===== config.mk =====
export PLATFORM = sky130hd
export DESIGN_NAME = accu
export DESIGN_NICKNAME = d
export VERILOG_FILES = /design/src/rtl/accu.sv
export SDC_FILE = /design/constraint.sdc
export NUM_CORES = 1
export LEC_CHECK = 0
export CAP_MARGIN = 25
export CORE_MARGIN = 2
export CORE_UTILIZATION = 41
export DETAILED_ROUTE_END_ITERATION = 8
export GPL_TIMING_DRIVEN = 0
export PLACE_DENSITY = 0.74
export SETUP_SLACK_MARGIN = 0.3
export SYNTH_ARGS = -nofsm -noshare
export SYNTH_HDL_FRONTEND = slang
export SYNTH_SLANG_ARGS = --single-unit

===== constraint.sdc =====
create_clock -name clk -period 2.8 [get_ports clk]
set_clock_uncertainty 0.05 [all_clocks]
set_input_delay 0.56 -clock clk [delete_from_list [all_inputs] [get_ports clk]]
set_output_delay 0.56 -clock clk [all_outputs]
set_load 0.05 [all_outputs]

===== src/rtl/accu.sv =====
// -----------------------------------------------------------------------------
// accu -- registered running-sum accumulator
//
// Adds the unsigned sample on `in` to the stored total on every rising edge of
// clk and presents the new total on `acc` (one cycle latency, straight from a
// flop). `ovf` is a sticky flag that records any carry out of the WIDTH-bit sum
// and is cleared only by reset.
//
// Parameters
//   WIDTH     bit width of in and acc
//   SATURATE  0 = sum wraps modulo 2^WIDTH, 1 = sum clamps at 2^WIDTH-1
//
// Ports (positional order is fixed: in, acc, clk, reset, ovf)
//   in     input  [WIDTH-1:0]  unsigned sample, added every cycle
//   acc    output [WIDTH-1:0]  registered running sum
//   clk    input               clock, rising edge
//   reset  input               asynchronous, active-low reset
//   ovf    output              sticky overflow flag
// -----------------------------------------------------------------------------
module accu #(
    parameter int WIDTH    = 8,
    parameter int SATURATE = 0
) (
    input  logic [WIDTH-1:0] in,
    output logic [WIDTH-1:0] acc,
    input  logic             clk,
    input  logic             reset,
    output logic             ovf
);

    logic [WIDTH-1:0] acc_reg;
    logic [WIDTH-1:0] acc_next;
    logic             ovf_reg;
    logic             ovf_next;
    logic [WIDTH:0]   sum;

    // One extra bit so the carry out is the overflow indication.
    assign sum = {1'b0, acc_reg} + {1'b0, in};

    // The wrap/clamp choice is fixed at elaboration, so only one of the two
    // result paths is ever built.
    generate
        if (SATURATE != 0) begin : g_sat
            assign acc_next = sum[WIDTH] ? {WIDTH{1'b1}} : sum[WIDTH-1:0];
        end else begin : g_wrap
            assign acc_next = sum[WIDTH-1:0];
        end
    endgenerate

    // Carry out is recorded in both modes; once set it stays set.
    assign ovf_next = ovf_reg | sum[WIDTH];

    always_ff @(posedge clk or negedge reset) begin
        if (!reset) begin
            acc_reg <= '0;
            ovf_reg <= 1'b0;
        end else begin
            acc_reg <= acc_next;
            ovf_reg <= ovf_next;
        end
    end

    assign acc = acc_reg;
    assign ovf = ovf_reg;

endmodule


==> results of run 1 <==
[power breakdown]
group	switching [mW]	internal [mW]	total, mW
registers	0.0338	0.197	0.231
logic	0.414	0.276	0.691
clock network	0.0429	0.0548	0.0977
[layout make-up]
| class | count | area (um^2) |
|---|---|---|
| inverters | 6 | 22.5 |
| fillers | 111 | 497 |
| multi-input cells | 36 | 299 |
| repair buffers | 18 | 180 |
| well taps | 15 | 18.8 |
| flip-flops and latches | 9 | 225 |
| clock buffers | 4 | 26.3 |
[through the flow]
| step | total power [mW] | worst slack (ns) | utilization | instances | hold slack (ns) |
|---|---|---|---|---|---|
| 2_1_floorplan | 0.739 | 0.730 | - | 51 | 0.214 |
| 3_3_place_gp | 0.915 | 0.345 | 0.588 | 84 | 0.430 |
| 3_5_place_dp | 0.927 | 0.305 | 0.588 | 84 | 0.441 |
| 4_1_cts | 1.03 | 0.572 | 0.608 | 88 | 0.458 |
| 5_1_grt | 1.10 | 0.455 | 0.608 | 88 | 0.477 |
| 6_report | 1.02 | 0.589 | 0.608 | 88 | 0.457 |
[final timing paths]
path                                          to  slack (ns)
worst max-delay path               ovf$_DFF_PN0_        0.59
worst min-delay path            acc[0]$_DFF_PN0_        0.46
worst max register to register     ovf$_DFF_PN0_        1.00
worst min register to register  acc[0]$_DFF_PN0_        0.46
max in group asynchronous       acc[0]$_DFF_PN0_        1.87
min in group asynchronous          ovf$_DFF_PN0_        0.55
[synth_stat cells]
cell type | count | area (um^2)
ha_1 | 8 | 100
a311oi_2 | 1 | 15.0
a21oi_1 | 4 | 20.0
o21a_1 | 1 | 7.51
o21ai_0 | 1 | 5.00
a21oi_2 | 1 | 8.76
inv_1 | 5 | 18.8
and4b_1 | 1 | 10.0
xnor2_1 | 5 | 43.8
nor2_1 | 5 | 18.8
fa_1 | 1 | 20.0
nor2b_1 | 2 | 12.5
dfrtp_1 | 9 | 225
nand2_1 | 3 | 11.3
nor3b_2 | 1 | 12.5
xor2_1 | 1 | 8.76
clkinv_1 | 1 | 3.75
o21ai_1 | 1 | 5.00
[cell families after synthesis]
kind of cell	Yosys count
AOI/OAI and AO/OA	9
buffers and inverters	6
xor gates and xnor gates	6
and+or+nand+nor	12
adders and majority gates	9
DFF	9
[layer usage]
layer,global-route usage,routed length [um],up-vias,part of all wire
li1,-,-,213,-
met1,0.190,409,186,0.45
met2,0.206,396,15,0.43
met3,0.0444,92,2,0.10
met4,0.125,12,0,0.013
met5,0,0,-,0
[cell usage in the layout, fill, tap and decap left out]
master           count
nor2b_1              2
xnor2_1              5
nor3b_2              1
o21ai_1              1
a21oi_1              4
clkdlybuf4s50_1     18
inv_1                5
a311oi_2             1
clkinv_1             1
xor2_1               1
o21ai_0              1
nand2_1              3
ha_1                 8
a21oi_2              1
clkbuf_4             3
dfrtp_1              9
and4b_1              1
fa_1                 1
o21a_1               1
clkbuf_1             1
nor2_1               5
==> results.toml, run 1 <==
[critical_path]
crit_path_start_kind = "input pin"
endpoint_kind = "flop"
crit_arrival_ns = 2.34
critPathTopFamily = "adder cells"
path_depth = 9
reg2regPathDepth = 8
slowest_delay_ns = 0.46
critPathKind = "input pin to flop"
critPathLaunch = "in[0]"
critPathMaxFanout = 2
critPathBufInv = 2
cp_cell_sequence = "clkdlybuf4s50_1 > ha_1 > inv_1 > fa_1 > nor2b_1 > o21ai_1 > a21oi_2 > and4b_1 > a21oi_1"
crit_required_ns = 2.93
cpMaxStageDelayCell = "clkdlybuf4s50_1"
r2r_start = "acc[0]$_DFF_PN0_"

[pwr]
ir_drop_v = 0.000625
leakage_nw = 0.341
power_density_nw_per_um2 = 1320

[die]
die_y_um = 40.5
core_um2 = 1270
dieArea_um2 = 1640
initial_core_util = 0.431
die_w_um = 40.5
num_rows = 13
pin_count = 19

[global_routing]
antenna_found_initial = 0
grt_pass1_vias = 379
grt_max_degree = 10
grt_first_pass_wirelength_um = 1540
overflow = 0
grt_use_total = 0.150

[final_layout]
fin_area_um2 = 772
area_growth_pct = 41.2
largest_register_ff_count = 8
final_nets = 93
drive_above_1_share = 0.0822
antenna_cells = 0

[yosys]
yosys.area_share.simple = 0.119
synth_fp_nets = 70
synth_cells = 51
netlist_area_um2 = 547
synthMuxAreaShare = 0
synth_top_family_by_area = "adder cells"
yosys_warnings = 0
synthAdderAreaFrac = 0.220
synth-xor-area-share = 0.0961
syn_area_per_cell_um2 = 10.7
synth_compound_area_frac = 0.112
seq_area_frac_synth = 0.412
ys_ff_latch = 9
synth.distinct_cells = 18

[place]
place.detailed.hpwl_um = 744
io_buffers = 18
postPlaceCellArea_um2 = 746
place.gp.congestion = 0.705

[hold_path]
hold_path_class = "flop to flop"
min_path_cells = 1
min-delay-start = "acc[0]$_DFF_PN0_"

[clocking]
cts_sinks = 9
clk_path_buf_depth = 2
postCtsSetupBuffers = 0
cts_tree = "done"
clk_pin_slew_ns = 0.06
htreeDepth = 1
clock_latency_ns = 0.25
root_buffer = "clkbuf_4"
ctsHoldBuffers = 0
ctsResizeCount = 0
numCtsBuffers = 3

[timing]
setup_tns_ns = 0
tightest_slew_ns = 0.502
rsz0062_at_grt = "false"
drv_slew = 0
setup_viol = 0
slew_headroom = 0.664
fmax_mhz = 452
fin_crit_sh = 0.790
hold_viol_final = 0
min_period_ns = 2.21

[detailed_routing]
route.vias.total = 416
drt_wl_total_um = 911
drc = 0
dr.pass1.iters = 3
drt_iter0_markers = 2
drt-vias-per-instance = 4.73
wl_per_cell_um = 10.4
antenna_left = 0

[status]
outcome = "completed"

[flow_run]
cap_violations = 0
No activity file was read; power rests on OpenSTA's default activity.
==> inputs of run 2 (changes only) <==
==> constraint.sdc (replaced) <==
create_clock -name clk -period 2.3 [get_ports clk]
set_clock_uncertainty 0.05 [all_clocks]
set_input_delay 0.46 -clock clk [delete_from_list [all_inputs] [get_ports clk]]
set_output_delay 0.46 -clock clk [all_outputs]
set_load 0.05 [all_outputs]
==> run 2 against run 1 <==
Compared with the run above: die area unchanged; utilization up 1.9 points; final cell count up 1.1%; total power up 23%; sequential share of layout area down 0.71 points; register-to-register slack worse by 0.42 ns; non-clock buffer count up 1; wire length down 7.1%.
==> results.toml, run 2 (synthesized netlist as in run 1, its figures left out) <==
[critical_path]
critPathKind = "flop to output pin"
path_depth = 1
endpoint_kind = "output pin"
critPathBufInv = 1
cp_cell_sequence = "clkdlybuf4s50_1"
crit_path_start_kind = "flop"
cpMaxStageDelayCell = "clkdlybuf4s50_1"
slowest_delay_ns = 0.81
crit_arrival_ns = 1.42
critPathMaxFanout = 2
reg2regPathDepth = 8
critPathTopFamily = "buffers and inverters"
r2r_start = "acc[0]$_DFF_PN0_"
critPathLaunch = "acc[3]$_DFF_PN0_"
crit_required_ns = 1.79

[pwr]
ir_drop_v = 0.000830
p_total_mw = 1.26
leakage_nw = 0.353
power_density_nw_per_um2 = 1580

[final_layout]
most-common-layout-cells = "16 x clkdlybuf4s50_1, 8 x dfrtp_1, 6 x ha_1, 5 x nor2_1, 5 x xnor2_1"
drive_above_1_share = 0.189
largest_register_ff_count = 8
final_cells = 89
fillers = 121
final_common_cell = "clkdlybuf4s50_1"
fin_area_um2 = 796
antenna_cells = 0
final_nets = 94
post-route-util = 0.627
area_growth_pct = 45.5

[die]
core_um2 = 1270
die_w_um = 40.5
num_rows = 13
pin_count = 19
die_y_um = 40.5
initial_core_util = 0.431
dieArea_um2 = 1640

[global_routing]
antenna_found_initial = 0
grt_use_total = 0.139
overflow = 0
grt_pass1_vias = 355
grt_max_degree = 10
grt_first_pass_wirelength_um = 1460

[detailed_routing]
drc = 0
drt_wl_total_um = 846
drt-vias-per-instance = 4.76
drt_iter0_markers = 1
dr.pass1.iters = 2
antenna_left = 0
route.vias.total = 424
wl_per_cell_um = 9.51

[place]
place_inst = 84
io_buffers = 18
pre_cts_ws_ns = -0.0694
place.detailed.hpwl_um = 678
place.gp.congestion = 0.692
postPlaceCellArea_um2 = 747

[timing]
holdWs_ns = 0.451
tightest_slew_ns = 0.500
hold_viol_final = 0
slew_headroom = 0.666
setup_tns_ns = 0
timing.final.ws_setup_ns = 0.372
drv_slew = 0
fin_crit_sh = 0.838
fmax_mhz = 519
setup_viol = 0
min_period_ns = 1.93
rsz0062_at_grt = "false"

[clocking]
clk_path_buf_depth = 2
clock_latency_ns = 0.25
cts_sinks = 9
root_buffer = "clkbuf_4"
numCtsBuffers = 3
clk_pin_slew_ns = 0.06
ctsHoldBuffers = 0
htreeDepth = 1
cts_tree = "done"

[hold_path]
hold_path_class = "input pin to asynchronous set/reset pin"

[flow_run]
cap_violations = 0

[status]
outcome = "completed"
-- run 2: cell type report --
type	count	area, um^2	area share
multi-input combinational	36	313	0.393
sequential	9	226	0.285
timing repair buffer	19	189	0.237
clock buffer	4	26.3	0.0330
inverter	6	22.5	0.0283
tap	15	18.8	0.0236
-- run 2: power breakdown --
group          total, mW  switching (mW)  internal [mW]
clock network      0.117          0.0504         0.0665
registers          0.284          0.0424          0.241
logic              0.857           0.504          0.353
total               1.26           0.597          0.661
-- run 2: layer usage --
metal	GRT usage	vias up	share of wire
li1	-	220	-
met1	0.178	187	0.46
met2	0.202	15	0.43
met3	0.0333	2	0.093
met4	0.100	0	0.015
met5	0	-	0
-- run 2: what timing repair did --
action,in CTS,in global routing
setup endpoints to repair,2,3
gates resized for setup,4,4
setup buffers,1,0
pin swaps,4,4
-- run 2: final timing paths --
kind,to,slack (ns)
worst max-delay path,acc[3],0.37
worst min-delay path,acc[7]$_DFF_PN0_,0.45
worst max register to register,ovf$_DFF_PN0_,0.58
worst min register to register,ovf$_DFF_PN0_,0.48
max in group asynchronous,acc[0]$_DFF_PN0_,1.44
min in group clk,ovf$_DFF_PN0_,0.48
